===== src/rtl/mc_pkg.sv =====
// Shared constants for the multicycle MIPS main control: state encodings,
// instruction field values, ALU operation codes and datapath mux selects.
package mc_pkg;

    typedef enum logic [3:0] {
        S_FETCH     = 4'd0,
        S_DECODE    = 4'd1,
        S_MEM_ADDR  = 4'd2,
        S_MEM_READ  = 4'd3,
        S_MEM_WB    = 4'd4,
        S_MEM_WRITE = 4'd5,
        S_R_EXEC    = 4'd6,
        S_R_WB      = 4'd7,
        S_BRANCH    = 4'd8,
        S_JUMP      = 4'd9,
        S_I_EXEC    = 4'd10,
        S_I_WB      = 4'd11,
        S_JAL       = 4'd12,
        S_JR        = 4'd13
    } state_t;

    // Opcodes (IR[31:26])
    localparam logic [5:0] OP_RTYPE  = 6'h00;
    localparam logic [5:0] OP_REGIMM = 6'h01;
    localparam logic [5:0] OP_J      = 6'h02;
    localparam logic [5:0] OP_JAL    = 6'h03;
    localparam logic [5:0] OP_BEQ    = 6'h04;
    localparam logic [5:0] OP_BNE    = 6'h05;
    localparam logic [5:0] OP_ADDI   = 6'h08;
    localparam logic [5:0] OP_SLTI   = 6'h0A;
    localparam logic [5:0] OP_LUI    = 6'h0F;
    localparam logic [5:0] OP_LW     = 6'h23;
    localparam logic [5:0] OP_SW     = 6'h2B;

    // R-type funct codes (IR[5:0])
    localparam logic [5:0] F_SRA = 6'h03;
    localparam logic [5:0] F_JR  = 6'h08;
    localparam logic [5:0] F_MUL = 6'h18;
    localparam logic [5:0] F_ADD = 6'h20;
    localparam logic [5:0] F_SUB = 6'h22;
    localparam logic [5:0] F_AND = 6'h24;
    localparam logic [5:0] F_OR  = 6'h25;
    localparam logic [5:0] F_NOR = 6'h27;
    localparam logic [5:0] F_SLT = 6'h2A;

    // ALU operation codes, shared with the ALU and ALU-control decoder
    localparam logic [3:0] ALU_AND = 4'd0;
    localparam logic [3:0] ALU_OR  = 4'd1;
    localparam logic [3:0] ALU_ADD = 4'd2;
    localparam logic [3:0] ALU_MUL = 4'd3;
    localparam logic [3:0] ALU_SUB = 4'd6;
    localparam logic [3:0] ALU_SLT = 4'd7;
    localparam logic [3:0] ALU_SRA = 4'd8;
    localparam logic [3:0] ALU_LUI = 4'd9;
    localparam logic [3:0] ALU_NOR = 4'd12;

    // Mux selects
    localparam logic [1:0] PC_SRC_ALU    = 2'd0;
    localparam logic [1:0] PC_SRC_ALUOUT = 2'd1;
    localparam logic [1:0] PC_SRC_JUMP   = 2'd2;
    localparam logic [1:0] PC_SRC_RS     = 2'd3;

    localparam logic [1:0] SRC_A_PC    = 2'd0;
    localparam logic [1:0] SRC_A_RS    = 2'd1;
    localparam logic [1:0] SRC_A_SHAMT = 2'd2;

    localparam logic [2:0] SRC_B_RT     = 3'd0;
    localparam logic [2:0] SRC_B_FOUR   = 3'd1;
    localparam logic [2:0] SRC_B_IMM    = 3'd2;
    localparam logic [2:0] SRC_B_IMM_SH = 3'd3;
    localparam logic [2:0] SRC_B_ZERO   = 3'd4;

    localparam logic [1:0] REG_DST_RT  = 2'd0;
    localparam logic [1:0] REG_DST_RD  = 2'd1;
    localparam logic [1:0] REG_DST_R31 = 2'd2;

    localparam logic [1:0] M2R_ALUOUT = 2'd0;
    localparam logic [1:0] M2R_MDR    = 2'd1;
    localparam logic [1:0] M2R_PC     = 2'd2;

endpackage


===== src/rtl/mc_rfunct_dec.sv =====
// R-type funct decoder: maps funct to ALU operation and ALU source-A select,
// and flags functs the datapath cannot execute. jr is handled by the caller.
module mc_rfunct_dec
    import mc_pkg::*;
(
    input  logic [5:0] funct,
    output logic [3:0] alu_code,
    output logic [1:0] src_a,
    output logic       legal
);

    // Table lookup; shifts take the shift amount on ALU source A
    always_comb begin
        alu_code = ALU_ADD;
        src_a    = SRC_A_RS;
        legal    = 1'b1;
        case (funct)
            F_ADD: alu_code = ALU_ADD;
            F_SUB: alu_code = ALU_SUB;
            F_AND: alu_code = ALU_AND;
            F_OR:  alu_code = ALU_OR;
            F_SLT: alu_code = ALU_SLT;
            F_NOR: alu_code = ALU_NOR;
            F_MUL: alu_code = ALU_MUL;
            F_SRA: begin
                alu_code = ALU_SRA;
                src_a    = SRC_A_SHAMT;
            end
            default: legal = 1'b0;
        endcase
    end

endmodule


===== src/rtl/mc_control.sv =====
// Multicycle MIPS main control FSM. The state register is the only storage;
// all datapath controls are decoded combinationally from the state, the
// instruction fields, mem_ready_i and zero_i, and are forced to 0 in reset.
//
// Memory handshake: mem_read_o / mem_write_o are requests held stable from the
// first cycle of an access until the cycle in which mem_ready_i=1; the access
// completes in exactly that cycle and the FSM advances on the following edge.
module mc_control
    import mc_pkg::*;
#(
    parameter int ALU_W = 4,
    parameter int ST_W  = 4
) (
    input  logic             clk_i,
    input  logic             rst_i,
    input  logic [5:0]       opcode_i,
    input  logic [5:0]       funct_i,
    input  logic [4:0]       rt_i,
    input  logic             zero_i,
    input  logic             mem_ready_i,
    output logic             pc_write_o,
    output logic [1:0]       pc_src_o,
    output logic             iord_o,
    output logic             mem_read_o,
    output logic             mem_write_o,
    output logic             ir_write_o,
    output logic [1:0]       alu_src_a_o,
    output logic [2:0]       alu_src_b_o,
    output logic [ALU_W-1:0] alu_ctrl_o,
    output logic             reg_write_o,
    output logic [1:0]       reg_dst_o,
    output logic [1:0]       mem_to_reg_o,
    output logic             illegal_o,
    output logic [ST_W-1:0]  state_o
);

    state_t     state, next_state;
    logic       pc_write, iord, mem_read, mem_write, ir_write, reg_write, illegal;
    logic [1:0] pc_src, alu_src_a, reg_dst, mem_to_reg;
    logic [2:0] alu_src_b;
    logic [3:0] alu_ctrl;
    logic [3:0] r_alu;
    logic [1:0] r_src_a;
    logic       r_legal;

    mc_rfunct_dec u_rfunct_dec (
        .funct    (funct_i),
        .alu_code (r_alu),
        .src_a    (r_src_a),
        .legal    (r_legal)
    );

    // State register; reset abandons any instruction in flight
    always_ff @(posedge clk_i or posedge rst_i) begin
        if (rst_i) state <= S_FETCH;
        else       state <= next_state;
    end

    // Next-state and per-state datapath controls
    always_comb begin
        next_state = state;
        pc_write   = 1'b0;
        pc_src     = PC_SRC_ALU;
        iord       = 1'b0;
        mem_read   = 1'b0;
        mem_write  = 1'b0;
        ir_write   = 1'b0;
        alu_src_a  = SRC_A_PC;
        alu_src_b  = SRC_B_RT;
        alu_ctrl   = ALU_AND;
        reg_write  = 1'b0;
        reg_dst    = REG_DST_RT;
        mem_to_reg = M2R_ALUOUT;
        illegal    = 1'b0;
        case (state)
            S_FETCH: begin
                mem_read  = 1'b1;
                alu_src_b = SRC_B_FOUR;
                alu_ctrl  = ALU_ADD;
                if (mem_ready_i) begin
                    ir_write   = 1'b1;
                    pc_write   = 1'b1;
                    next_state = S_DECODE;
                end
            end
            S_DECODE: begin
                // Branch target is computed speculatively into ALUOut
                alu_src_b  = SRC_B_IMM_SH;
                alu_ctrl   = ALU_ADD;
                next_state = S_FETCH;
                case (opcode_i)
                    OP_LW, OP_SW:             next_state = S_MEM_ADDR;
                    OP_BEQ, OP_BNE:           next_state = S_BRANCH;
                    OP_J:                     next_state = S_JUMP;
                    OP_JAL:                   next_state = S_JAL;
                    OP_ADDI, OP_SLTI, OP_LUI: next_state = S_I_EXEC;
                    OP_RTYPE: begin
                        if (funct_i == F_JR) next_state = S_JR;
                        else if (r_legal)    next_state = S_R_EXEC;
                        else                 illegal    = 1'b1;
                    end
                    OP_REGIMM: begin
                        if (rt_i == 5'd0) next_state = S_BRANCH;
                        else              illegal    = 1'b1;
                    end
                    default: illegal = 1'b1;
                endcase
            end
            S_MEM_ADDR: begin
                alu_src_a  = SRC_A_RS;
                alu_src_b  = SRC_B_IMM;
                alu_ctrl   = ALU_ADD;
                next_state = (opcode_i == OP_SW) ? S_MEM_WRITE : S_MEM_READ;
            end
            S_MEM_READ: begin
                mem_read = 1'b1;
                iord     = 1'b1;
                if (mem_ready_i) next_state = S_MEM_WB;
            end
            S_MEM_WB: begin
                reg_write  = 1'b1;
                mem_to_reg = M2R_MDR;
                next_state = S_FETCH;
            end
            S_MEM_WRITE: begin
                mem_write = 1'b1;
                iord      = 1'b1;
                if (mem_ready_i) next_state = S_FETCH;
            end
            S_R_EXEC: begin
                alu_src_a  = r_src_a;
                alu_ctrl   = r_alu;
                next_state = S_R_WB;
            end
            S_R_WB: begin
                reg_write  = 1'b1;
                reg_dst    = REG_DST_RD;
                next_state = S_FETCH;
            end
            S_I_EXEC: begin
                alu_src_a = SRC_A_RS;
                alu_src_b = SRC_B_IMM;
                case (opcode_i)
                    OP_SLTI: alu_ctrl = ALU_SLT;
                    OP_LUI:  alu_ctrl = ALU_LUI;
                    default: alu_ctrl = ALU_ADD;
                endcase
                next_state = S_I_WB;
            end
            S_I_WB: begin
                reg_write  = 1'b1;
                next_state = S_FETCH;
            end
            S_BRANCH: begin
                // bltz compares rs<0 via slt against zero; the branch is taken
                // when the slt result is non-zero
                pc_src    = PC_SRC_ALUOUT;
                alu_src_a = SRC_A_RS;
                if (opcode_i == OP_REGIMM) begin
                    alu_src_b = SRC_B_ZERO;
                    alu_ctrl  = ALU_SLT;
                    pc_write  = ~zero_i;
                end else begin
                    alu_src_b = SRC_B_RT;
                    alu_ctrl  = ALU_SUB;
                    pc_write  = (opcode_i == OP_BNE) ? ~zero_i : zero_i;
                end
                next_state = S_FETCH;
            end
            S_JUMP: begin
                pc_write   = 1'b1;
                pc_src     = PC_SRC_JUMP;
                next_state = S_FETCH;
            end
            S_JAL: begin
                // PC already holds the return address from the fetch increment
                pc_write   = 1'b1;
                pc_src     = PC_SRC_JUMP;
                reg_write  = 1'b1;
                reg_dst    = REG_DST_R31;
                mem_to_reg = M2R_PC;
                next_state = S_FETCH;
            end
            S_JR: begin
                pc_write   = 1'b1;
                pc_src     = PC_SRC_RS;
                next_state = S_FETCH;
            end
            default: next_state = S_FETCH;
        endcase
    end

    // Output gating: reset silences every enable and select immediately
    always_comb begin
        pc_write_o   = pc_write & ~rst_i;
        iord_o       = iord & ~rst_i;
        mem_read_o   = mem_read & ~rst_i;
        mem_write_o  = mem_write & ~rst_i;
        ir_write_o   = ir_write & ~rst_i;
        reg_write_o  = reg_write & ~rst_i;
        illegal_o    = illegal & ~rst_i;
        pc_src_o     = rst_i ? 2'd0 : pc_src;
        alu_src_a_o  = rst_i ? 2'd0 : alu_src_a;
        alu_src_b_o  = rst_i ? 3'd0 : alu_src_b;
        alu_ctrl_o   = rst_i ? '0 : ALU_W'(alu_ctrl);
        reg_dst_o    = rst_i ? 2'd0 : reg_dst;
        mem_to_reg_o = rst_i ? 2'd0 : mem_to_reg;
        state_o      = ST_W'(state);
    end

endmodule


===== config.mk =====
export PLATFORM = sky130hd
export DESIGN_NAME = mc_control
export DESIGN_NICKNAME = d
export VERILOG_FILES = /design/src/rtl/mc_pkg.sv /design/src/rtl/mc_rfunct_dec.sv /design/src/rtl/mc_control.sv
export SDC_FILE = /design/constraint.sdc
export NUM_CORES = 1
export LEC_CHECK = 0
export CAP_MARGIN = 40
export CORE_MARGIN = 4
export CORE_UTILIZATION = 42
export CTS_CLUSTER_DIAMETER = 150
export DETAILED_ROUTE_END_ITERATION = 10
export PLACE_DENSITY = 0.8
export SYNTH_ARGS = -nofsm -noshare
export SYNTH_HDL_FRONTEND = slang
export SYNTH_HIERARCHICAL = 1
export SYNTH_SLANG_ARGS = --single-unit

===== constraint.sdc =====
create_clock -name clk_i -period 3.47 [get_ports clk_i]
set_input_delay 0.8675 -clock clk_i [delete_from_list [all_inputs] [get_ports clk_i]]
set_output_delay 0.8675 -clock clk_i [all_outputs]
set_load 0.005 [all_outputs]

==> metrics <==
reg2reg start state_o[3]$_DFFE_PP0P_; CP Capture Type output pin; Crit path largest cell delay 0.53 ns; hold path start state_o[0]$_DFFE_PP0P_; first-pass GRT wire length ~6600 µm; Clock transition at path regs 0.04 ns; DRT Pass-1 Iters 4; setup TNS 0 ns; Max clock buf depth 2; DRT antenna net count 0; Starting DRT DRC Count 86; die area 3412 µm²; EDFF count, synth 0; Routed wire per std cell 14.72 µm; data required time at the worst endpoint ~2.6 ns; # diodes 0; Sequential Power Share 0.172; Pins Over Slew Limit 0; post-layout min period 3.465 ns; WL final 4106 µm; fin crit share 0.9986; Synth top area share 0.09496; Starting Density 0.4348; CTS tree built; met2 WL a little over 2000 µm; DIE HEIGHT 58.41 µm; htree depth 1; CP max stage cell or4b_4; logic gate share of total power 0.644; hold slack about 0.67 ns; max FFs per register 4; worst-path maximum fanout 5; Ports 47; Slew @ Worst Pin around 0.44 ns; # DRC 0; initial antenna violation count 0; startpoint types primary input; Final Non-Filler Cells 279; DR vias/cell 5.763; Filler cells 207; Worst EP arrival 2.60 ns; Crit path max-delay family simple AND/OR/NAND/NOR gates; DR vias 1608; Power Internal 195.6 µW; Post-DP HPWL between 3000 and 4000 µm; Core Util, Final 0.7681; RSZ-0062 raised after global routing yes; #FFs+latches synth 4; Top FF cell, synth dfrtp_1; Syn Nets between 150 and 200; Area contributors post-synth nor2_1 (9.5%), dfrtp_1 (9.4%), nor3_1 (6.6%); asr flop ratio synth 1.000; vias in the first global route between 1000 and 1500; largest vdd supply drop 0.2079 mV; Syn Area/Cell just over 6 µm²; port bufs 46; Switching Power 134.2 µW; commonest non-fill, non-tap cells in the layout buf_4 (39), nor2_1 (25), clkdlybuf4s50_1 (25); top layer in use met4; Fin Clk Skew between 0.0015 and 0.002 ns; # hold bufs at CTS 0; share of the yosys chip area belonging to registers 0.09379; # rows 18; final hold violations 0; Hold WC Path Type flip-flop to flip-flop; Final setup viols 0; # placed instances about 270; power share of the clock group 0.184; status finished clean; core footprint between 2000 and 2500 µm²; clk sinks 4; M1 WL 1655 µm; # nets final around 270; cts bufs inserted 3; Syn Std Cell Area 1067 µm²; post-synth cell types between 40 and 50; Post-Synthesis Cells 174; Root Buffer clkbuf_4; most common cell after layout, fill and taps aside buf_4; Area after DPL 1792 µm²; grt total ovfl 0; Power Density 174.9 nW/µm²; Finished Cell Area 1886 µm²; CP Cell Sequence buf_8 > or4b_4 > or3_4 > a22o_1 > a211oi_2 > nor4b_2 > buf_2; largest net degree at the start of global routing 22; GRT Overall Usage 0.2415; Clk Latency, worst-skew pair 0.24 ns; # Max-Cap Violations 0; WS Path Type primary input to output pin; Critical Path Source funct_i[0]; area grow syn2layout 76.67%; max_slew headroom 0.7067; routed wl met3 359 µm; Static Leakage 0.8420 nW; switching share of total power 0.4068; Max Clk Rate 288.6 MHz; leading area contributor after synthesis nor2_1; Buf+Inv Stages, Crit Path 2; yosys warns 6; share of layout cells above drive strength 1 0.2691; GP Congestion between 0.8 and 0.9; Die Wd 58.41 µm
-- cells in the mapped netlist (2+ instances only) --
master and n:
nand3_1 6, inv_1 4, nor2b_1 4, nor4_1 4
or3_1 2, and4_1 2, nand2b_1 8, or4_1 6
a211o_1 2, a211oi_1 4, o21a_1 2, xor2_1 5
buf_1 2, dfrtp_1 4, a31oi_1 4, o21ai_1 5
nor2_1 27, buf_2 2, nand2_1 15, a21oi_1 11
nor3_1 14, or4b_1 2, nand3b_1 4, clkbuf_1 10
o21ai_0 4
-- kinds of logic (layout without fill, tap and decap cells) --
logic type	count (synthesis)	in the layout	synth area share
compound gates	40	40	0.2368
simple gates	104	104	0.5393
mux	1	1	0.009379
flops	4	4	0.09379
xor+xnor	5	5	0.04103
buf+inv	20	95	0.07972
-- per-layer routing --
metal	vias up	GRT usage
met4	0	0.04636
met2	82	0.4354
met5	-	0
met1	732	0.2996
met3	6	0.04167
li1	788	-
-- worst paths after layout --
path	cells after the start	end	slack, ns
max	7	illegal_o	0.005
min	2	state_o[2]$_DFFE_PP0P_	0.67
max reg2reg	6	state_o[0]$_DFFE_PP0P_	1.44
min reg2reg	2	state_o[2]$_DFFE_PP0P_	0.67
max in group asynchronous	3	state_o[0]$_DFFE_PP0P_	2.21
min in group asynchronous	3	state_o[1]$_DFFE_PP0P_	1.15
-- repair_timing --
action,CTS,global route
setup buffers,0,2
endpoints found under the setup margin,9,9
gates resized for setup,34,23
pin swaps,4,10
-- final cells by class --
cell class              count  area, µm²  area share
clock buffers               3      22.52     0.01194
flip-flops and latches      4      100.1     0.05309
inverters                   5      18.77    0.009954
repair buffers             87      758.2      0.4021
multi-input cells         150      948.4      0.5030
well taps                  30      37.54     0.01991
-- per-stage QoR --
step / worst slack (ns) / total power, mW
after floorplan: 0.3569 / 0.1569
after global placement: -0.6078 / 0.2571
after detailed placement: -0.6771 / 0.2638
after CTS: -0.03662 / 0.3259
after global routing: -0.02815 / 0.3544
final: 0.005025 / 0.3298
-- tightest hold or removal path, delay by kind of cell, from the launching register on --
family,cells,cell delay [ns]
AOI/OAI and AO/OA,2,0.21
DFF,1,0.42
-- power groups by stage --
stage	logic (mW)	clock network, mW	registers, mW
6_report	0.212	0.0608	0.0567
4_1_cts	0.207	0.0630	0.0563
3_5_place_dp	0.207	0	0.0569
2_1_floorplan	0.103	0	0.0541
5_1_grt	0.229	0.0680	0.0572
3_3_place_gp	0.201	0	0.0563
(Power assumes the default switching activity.)
